### src/rtl/cpu_pkg.sv
// Shared constants, forward-select encoding and NOP control values for the EX pipeline.
// Forwarding is compiled in only when ID_EX_FWD_EN is defined.
package cpu_pkg;

    localparam int unsigned ALUCTL_W = 5;
    localparam int unsigned OPCODE_W = 6;
    localparam int unsigned REG_ZERO = 0;

    typedef enum logic [1:0] {
        FWD_REG   = 2'd0,
        FWD_EXMEM = 2'd1,
        FWD_MEMWB = 2'd2
    } fwd_sel_e;

    // Control bundle carried from ID into EX.
    typedef struct packed {
        logic                valid;
        logic                reg_write;
        logic                mem_read;
        logic                alu_src;
        logic                sign;
        logic [ALUCTL_W-1:0] alu_ctl;
        logic [OPCODE_W-1:0] opcode;
    } ex_ctrl_t;

    localparam ex_ctrl_t NOP_CTRL = '{
        valid:     1'b0,
        reg_write: 1'b0,
        mem_read:  1'b0,
        alu_src:   1'b0,
        sign:      1'b0,
        alu_ctl:   ALUCTL_W'(0),
        opcode:    OPCODE_W'(0)
    };

endpackage

### src/rtl/forward_mux.sv
// Per-operand forward select (EX/MEM over MEM/WB over stored data; r0 never forwarded).
// With ID_EX_FWD_EN undefined the stored register data always passes through.
module forward_mux
    import cpu_pkg::*;
#(
    parameter int unsigned DATA_W     = 32,
    parameter int unsigned REG_ADDR_W = 5
) (
    input  logic [REG_ADDR_W-1:0] src_addr_i,
    input  logic [DATA_W-1:0]     reg_data_i,
    input  logic                  exmem_reg_write_i,
    input  logic [REG_ADDR_W-1:0] exmem_rd_i,
    input  logic [DATA_W-1:0]     exmem_value_i,
    input  logic                  memwb_reg_write_i,
    input  logic [REG_ADDR_W-1:0] memwb_rd_i,
    input  logic [DATA_W-1:0]     memwb_value_i,
    output logic [DATA_W-1:0]     fwd_data_o
);

    fwd_sel_e sel;

`ifdef ID_EX_FWD_EN
    always_comb begin
        sel = FWD_REG;
        if (exmem_reg_write_i && (exmem_rd_i != REG_ADDR_W'(REG_ZERO)) && (exmem_rd_i == src_addr_i)) begin
            sel = FWD_EXMEM;
        end else if (memwb_reg_write_i && (memwb_rd_i != REG_ADDR_W'(REG_ZERO)) && (memwb_rd_i == src_addr_i)) begin
            sel = FWD_MEMWB;
        end
    end
`else
    logic unused_fwd;
    assign unused_fwd = ^{src_addr_i, exmem_reg_write_i, exmem_rd_i, memwb_reg_write_i, memwb_rd_i};
    assign sel        = FWD_REG;
`endif

    always_comb begin
        case (sel)
            FWD_EXMEM: fwd_data_o = exmem_value_i;
            FWD_MEMWB: fwd_data_o = memwb_value_i;
            default:   fwd_data_o = reg_data_i;
        endcase
    end

endmodule

### src/rtl/id_ex_stage.sv
// ID/EX pipeline register with operand forwarding and load-use interlock feeding the ALU.
// Define ID_EX_FWD_EN to enable forwarding; otherwise RAW hazards stall until the producer retires.
module id_ex_stage
    import cpu_pkg::*;
#(
    parameter int unsigned DATA_W     = 32,
    parameter int unsigned REG_ADDR_W = 5
) (
    input  logic                  clk,
    input  logic                  reset,
    input  logic                  id_valid,
    input  logic [REG_ADDR_W-1:0] id_rs_addr,
    input  logic [REG_ADDR_W-1:0] id_rt_addr,
    input  logic [REG_ADDR_W-1:0] id_rd_addr,
    input  logic [DATA_W-1:0]     id_rs_data,
    input  logic [DATA_W-1:0]     id_rt_data,
    input  logic [DATA_W-1:0]     id_imm,
    input  logic                  id_alu_src,
    input  logic                  id_uses_rt,
    input  logic [ALUCTL_W-1:0]   id_ALUctl,
    input  logic                  id_sign,
    input  logic [OPCODE_W-1:0]   id_OpCode,
    input  logic                  id_reg_write,
    input  logic                  id_mem_read,
    input  logic                  exmem_reg_write,
    input  logic [REG_ADDR_W-1:0] exmem_rd,
    input  logic [DATA_W-1:0]     exmem_value,
    input  logic                  memwb_reg_write,
    input  logic [REG_ADDR_W-1:0] memwb_rd,
    input  logic [DATA_W-1:0]     memwb_value,
    input  logic                  flush,
    input  logic                  ex_stall,
    output logic                  stall_id,
    output logic                  ex_valid,
    output logic [REG_ADDR_W-1:0] ex_rd,
    output logic                  ex_reg_write,
    output logic                  ex_mem_read,
    output logic [DATA_W-1:0]     in1,
    output logic [DATA_W-1:0]     in2,
    output logic [ALUCTL_W-1:0]   ALUctl,
    output logic                  sign,
    output logic [OPCODE_W-1:0]   OpCode,
    output logic [DATA_W-1:0]     ex_store_data
);

    ex_ctrl_t              ctrl_q, ctrl_d;
    logic [REG_ADDR_W-1:0] rd_q, rd_d;
    logic [REG_ADDR_W-1:0] rs_addr_q, rs_addr_d;
    logic [REG_ADDR_W-1:0] rt_addr_q, rt_addr_d;
    logic [DATA_W-1:0]     rs_data_q, rs_data_d;
    logic [DATA_W-1:0]     rt_data_q, rt_data_d;
    logic [DATA_W-1:0]     imm_q, imm_d;
    logic [DATA_W-1:0]     fwd_rs, fwd_rt;
    logic                  load_use, raw_hazard, hazard;

    // True when a writing, nonzero destination is read by the instruction in ID.
    function automatic logic src_hit(input logic                  wr,
                                     input logic [REG_ADDR_W-1:0] dst,
                                     input logic [REG_ADDR_W-1:0] rs,
                                     input logic [REG_ADDR_W-1:0] rt,
                                     input logic                  uses_rt);
        return wr && (dst != REG_ADDR_W'(REG_ZERO)) && ((rs == dst) || (uses_rt && (rt == dst)));
    endfunction

    forward_mux #(.DATA_W(DATA_W), .REG_ADDR_W(REG_ADDR_W)) u_fwd_rs (
        .src_addr_i        (rs_addr_q),
        .reg_data_i        (rs_data_q),
        .exmem_reg_write_i (exmem_reg_write),
        .exmem_rd_i        (exmem_rd),
        .exmem_value_i     (exmem_value),
        .memwb_reg_write_i (memwb_reg_write),
        .memwb_rd_i        (memwb_rd),
        .memwb_value_i     (memwb_value),
        .fwd_data_o        (fwd_rs)
    );

    forward_mux #(.DATA_W(DATA_W), .REG_ADDR_W(REG_ADDR_W)) u_fwd_rt (
        .src_addr_i        (rt_addr_q),
        .reg_data_i        (rt_data_q),
        .exmem_reg_write_i (exmem_reg_write),
        .exmem_rd_i        (exmem_rd),
        .exmem_value_i     (exmem_value),
        .memwb_reg_write_i (memwb_reg_write),
        .memwb_rd_i        (memwb_rd),
        .memwb_value_i     (memwb_value),
        .fwd_data_o        (fwd_rt)
    );

    // Hazard detection; without forwarding every in-flight producer blocks its readers.
    always_comb begin
        load_use = id_valid &&
                   src_hit(ctrl_q.valid && ctrl_q.mem_read, rd_q, id_rs_addr, id_rt_addr, id_uses_rt);
`ifdef ID_EX_FWD_EN
        raw_hazard = 1'b0;
`else
        raw_hazard = id_valid &&
                     (src_hit(ctrl_q.reg_write, rd_q,     id_rs_addr, id_rt_addr, id_uses_rt) ||
                      src_hit(exmem_reg_write,  exmem_rd, id_rs_addr, id_rt_addr, id_uses_rt) ||
                      src_hit(memwb_reg_write,  memwb_rd, id_rs_addr, id_rt_addr, id_uses_rt));
`endif
        hazard   = load_use || raw_hazard;
        stall_id = reset && ((hazard && !flush) || ex_stall);
    end

    // Next-state: flush > hold (with operand refresh) > bubble > capture.
    always_comb begin
        ctrl_d    = ctrl_q;
        rd_d      = rd_q;
        rs_addr_d = rs_addr_q;
        rt_addr_d = rt_addr_q;
        rs_data_d = rs_data_q;
        rt_data_d = rt_data_q;
        imm_d     = imm_q;
        if (flush) begin
            ctrl_d.valid     = 1'b0;
            ctrl_d.reg_write = 1'b0;
            ctrl_d.mem_read  = 1'b0;
        end else if (ex_stall) begin
            rs_data_d = fwd_rs;
            rt_data_d = fwd_rt;
        end else if (hazard) begin
            ctrl_d    = NOP_CTRL;
            rd_d      = '0;
            rs_addr_d = '0;
            rt_addr_d = '0;
            rs_data_d = '0;
            rt_data_d = '0;
            imm_d     = '0;
        end else begin
            ctrl_d = '{valid:     id_valid,
                       reg_write: id_reg_write,
                       mem_read:  id_mem_read,
                       alu_src:   id_alu_src,
                       sign:      id_sign,
                       alu_ctl:   id_ALUctl,
                       opcode:    id_OpCode};
            rd_d      = id_rd_addr;
            rs_addr_d = id_rs_addr;
            rt_addr_d = id_rt_addr;
            rs_data_d = id_rs_data;
            rt_data_d = id_rt_data;
            imm_d     = id_imm;
        end
    end

    always_ff @(posedge clk or negedge reset) begin
        if (!reset) begin
            ctrl_q    <= NOP_CTRL;
            rd_q      <= '0;
            rs_addr_q <= '0;
            rt_addr_q <= '0;
            rs_data_q <= '0;
            rt_data_q <= '0;
            imm_q     <= '0;
        end else begin
            ctrl_q    <= ctrl_d;
            rd_q      <= rd_d;
            rs_addr_q <= rs_addr_d;
            rt_addr_q <= rt_addr_d;
            rs_data_q <= rs_data_d;
            rt_data_q <= rt_data_d;
            imm_q     <= imm_d;
        end
    end

    assign ex_valid      = ctrl_q.valid;
    assign ex_rd         = rd_q;
    assign ex_reg_write  = ctrl_q.reg_write;
    assign ex_mem_read   = ctrl_q.mem_read;
    assign ALUctl        = ctrl_q.alu_ctl;
    assign sign          = ctrl_q.sign;
    assign OpCode        = ctrl_q.opcode;
    assign in1           = fwd_rs;
    assign in2           = ctrl_q.alu_src ? imm_q : fwd_rt;
    assign ex_store_data = fwd_rt;

endmodule
### config.mk
export PLATFORM = sky130hd
export DESIGN_NAME = id_ex_stage
export DESIGN_NICKNAME = d
export VERILOG_FILES = /design/src/rtl/cpu_pkg.sv /design/src/rtl/forward_mux.sv /design/src/rtl/id_ex_stage.sv
export SDC_FILE = /design/constraint.sdc
export NUM_CORES = 1
export LEC_CHECK = 0
export CAP_MARGIN = 20
export CORE_ASPECT_RATIO = 1.1
export CORE_MARGIN = 8
export CORE_UTILIZATION = 43
export DETAILED_ROUTE_END_ITERATION = 6
export GPL_ROUTABILITY_DRIVEN = 0
export PLACE_DENSITY_LB_ADDON = 0.08
export SKIP_LAST_GASP = 1
export SLEW_MARGIN = 15
export SYNTH_ARGS = -nofsm -noshare
export SYNTH_HDL_FRONTEND = slang
export SYNTH_SLANG_ARGS = --single-unit
export TNS_END_PERCENT = 50
### constraint.sdc
create_clock -name clk -period 4.05 [get_ports clk]
set_input_delay 1.0125 -clock clk [delete_from_list [all_inputs] [get_ports clk]]
set_output_delay 1.0125 -clock clk [all_outputs]
set_load 0.1 [all_outputs]
==> results of run 1 <==
## cell families (layout without fill, tap and decap cells)
kind of cell,after synthesis,after routing,share of synthesized area
xor gates and xnor gates,30,30,0.0433
AOI/OAI and AO/OA,127,127,0.192
and+or+nand+nor,254,254,0.163
muxes,32,32,0.0594
DFF,117,117,0.483
buffers and inverters,68,309,0.0600
## worst max path at each step
stage / endpoint / slack, ns
2_1_floorplan: stall_id / 0.36
3_3_place_gp: stall_id / 0.08
3_5_place_dp: stall_id / 0.06
4_1_cts: stall_id / 0.05
5_1_grt: stall_id / -0.02
6_report: stall_id / 0.03
## repair_timing
action | CTS | global route
endpoints found under the setup margin | 0 | 1
resized for setup | 0 | 6
setup buffers | 0 | 2
## layout by cell type, fill, tap and decap left out, types with 2 or more instances in the layout
master and n:
a21oi_1 2, buf_12 5, buf_4 44, bufinv_16 4, clkbuf_1 3, clkbuf_16 17
clkbuf_8 3, clkdlybuf4s50_1 222, clkinv_2 4, dfrtp_1 117, dlymetal6s2s_1 4, inv_1 2
mux2_2 32, nand2_1 237, nand3_1 3, nand4_1 3, o21a_1 2, o22ai_1 2
o31ai_1 75, o31ai_2 40, xnor2_1 30
## flip-flops by register name, summed over array words and instances, names as in the netlist
register,cells
ex_mem_read,1
OpCode,6
ex_reg_write,1
rt_data_q,32
imm_q,32
ex_rd,5
ALUctl,5
sign,1
ex_valid,1
rs_data_q,32
ctrl_q,1
## worst reg2reg max path: stages (launching register included)
cell	delay [ns]
dfrtp_1	0.45
xnor2_1	0.19
nand4_1	0.14
o22ai_2	0.19
a32o_4	0.57
buf_12	0.40
o31ai_1	0.18
## layout make-up
type	instances	area [sq um]
multi-input cells	443	2830
inverters	2	7.51
well taps	188	235
fillers	1131	4460
clock inverters	9	149
flip-flops and latches	117	2930
clock buffers	23	478
repair buffers	275	2700
## routing by layer
layer,part of all wire,vias to the layer above
met4,0.028,0
met1,0.37,2667
li1,-,2603
met2,0.51,189
met5,0,-
met3,0.098,36
## power by group
group	switching (mW)	internal (mW)
combinational	1.66	0.582
sequential	0.107	1.32
clock	0.526	1.07
## through the flow
| step | worst slack (ns) | cell area (sq um) | hold WS (ns) | total power, mW | setup TNS [ns] |
|---|---|---|---|---|---|
| after floorplan | 0.357 | 6090 | 0.443 | 3.09 | 0 |
| after CTS | 0.0511 | 9300 | 0.457 | 5.31 | 0 |
| final | 0.0296 | 9330 | 0.468 | 5.27 | 0 |
| after global placement | 0.0772 | 8670 | 0.456 | 3.67 | 0 |
| after detailed placement | 0.0561 | 8670 | 0.464 | 3.70 | 0 |
| after global routing | -0.0150 | 9330 | 0.464 | 5.45 | -0.0150 |
==> reports/qor.csv, run 1 <==
stage;metric;value;unit
placement;place_inst;1023;
route;dr.pass1.iters;4;
synth;synth_top_area_frac;0.483;
sta;period_share;0.993;
global_route;grt_pass1_wl;31200;um
global_route;grt_max_degree;70;
cts;clock_path_buffers;2;
critical_path;cp_num_cells;8;
synth;synth_edf_count;0;
critical_path;critical_path.max_fanout;3;
critical_path;arrival;3.01;ns
synth;syn_area_per_cell;9.66;sq um
sta;maxSlewViolCount;0;
synth;yosysTopAreaCell;dfrtp_1;
global_route;grt.busiest_layer;met2;
die;dieArea;0.0182;sq mm
critical_path;crit_path_cell_trace;clkdlybuf4s50_1, xnor2_1, nand3_1, o22ai_1, a222oi_1, buf_4, o41ai_4, buf_12;
critical_path;crit_path_max_incr_delay;0.54;ns
die;num_io_pins;325;
sta;final.setup_skew;0.00723;ns
critical_path;cp-end-kind;output port;
critical_path;crit_buf_inv;3;
route;ant_nets;0;
sta;slew_headroom;0.288;
critical_path;r2r-start;ex_rd[4];
critical_path;reg2regPathDepth;6;
route;drt_iter0_markers;365;
synth;syn_inst;628;
global_route;antenna_found_initial;0;
critical_path;r2r-end;rs_data_q[11];
cts;hold_buffers;0;
final_layout;nets;1064;
final_layout;syn2layout_area_growth;53.8;%
run_status;outcome;finished clean;
die;die_x;129;um
critical_path;crit_slowest_cell;clkdlybuf4s50_1;
route;vias;5495;
critical_path;cp-start-kind;input port;
critical_path;cp_top_family;buffers and inverters;
die;rows;45;
sta;fmax;249;MHz
final_layout;diodes;0;
hold_path;min_path_type;input port to asynchronous set/reset pin;
sta;tightestPinTransition;1.06;ns
sta;final_hold_viol_count;0;
route;viasPerCell;5.20;
power_and_ir_drop;p_leak;3.97;nW
synth;ys_types;29;
sta;setup_viol;0;
cts;clkTransAtPathRegs;0.06;ns
global_route;grt-ovfl-total;0;
flow_run;cap_violations;0;
cts;numCtsBuffers;17;
critical_path;crit_type;input port to output port;
critical_path;reg2reg_slack;1.78;ns
final_layout;layout-drive-gt1-share;0.182;
synth;syn_nets;836;
route;routed_wl;19900;um
sta;layout_min_cycle_time;4.02;ns
synth;synth_flop_cell;dfrtp_1;
global_route;first_global_vias;5683;
synth;ys_seq_elements;117;
final_layout;fin_cells;1057;
synth;async_flop_share;1.00;
cts;ctsRootBufferMaster;clkbuf_16;
synth;yosys-top-cells-area;dfrtp_1 48%, nand2_1 15%, o31ai_1 9.3%;
synth;synth.most_common_cell;nand2_1;
synth;netlist_area;0.00607;sq mm
placement;place_hpwl;14200;um
cts;clkLatencyLatePin;0.41;ns
global_route;use_met3;0.0890;
die;die_y;141;um
final_layout;finish.utilization;0.676;
cts;clkSinkCount;117;
synth;ys_seq_area_frac;0.483;
cts;cts_tree;yes;
synth;yosys-top-cells-count;237 x nand2_1, 117 x dfrtp_1, 75 x o31ai_1;
power_and_ir_drop;powerDensity;565;mW/mm^2
die;core;0.0138;sq mm
global_route;grt_use_met1;0.241;
route;route.detailed.wl_per_inst;18.9;um
synth;yosysWarnings;0;
route;drcViolationCount;0;
critical_path;crit_required;3.04;ns
critical_path;startpoint;id_rs_addr[1];
placement;port_buffers;260;
die;initial_core_util;0.440;
global_route;track_usage;0.220;
cts;cts_htree_levels;4;
global_route;use_met2;0.367;
power_and_ir_drop;vdd_ir_drop_max;0.305;mV
Power figures use the tool's default switching activity.
==> inputs of run 2 (changes only) <==
--- a/config.mk
+++ b/config.mk
@@ -10,7 +10,6 @@
 export CORE_MARGIN = 8
 export CORE_UTILIZATION = 43
 export DETAILED_ROUTE_END_ITERATION = 6
-export GPL_ROUTABILITY_DRIVEN = 0
 export PLACE_DENSITY_LB_ADDON = 0.08
 export SKIP_LAST_GASP = 1
 export SLEW_MARGIN = 15
==> results of run 2 <==
Same layout as run 1: the final DEF is identical, and so are final timing and power.
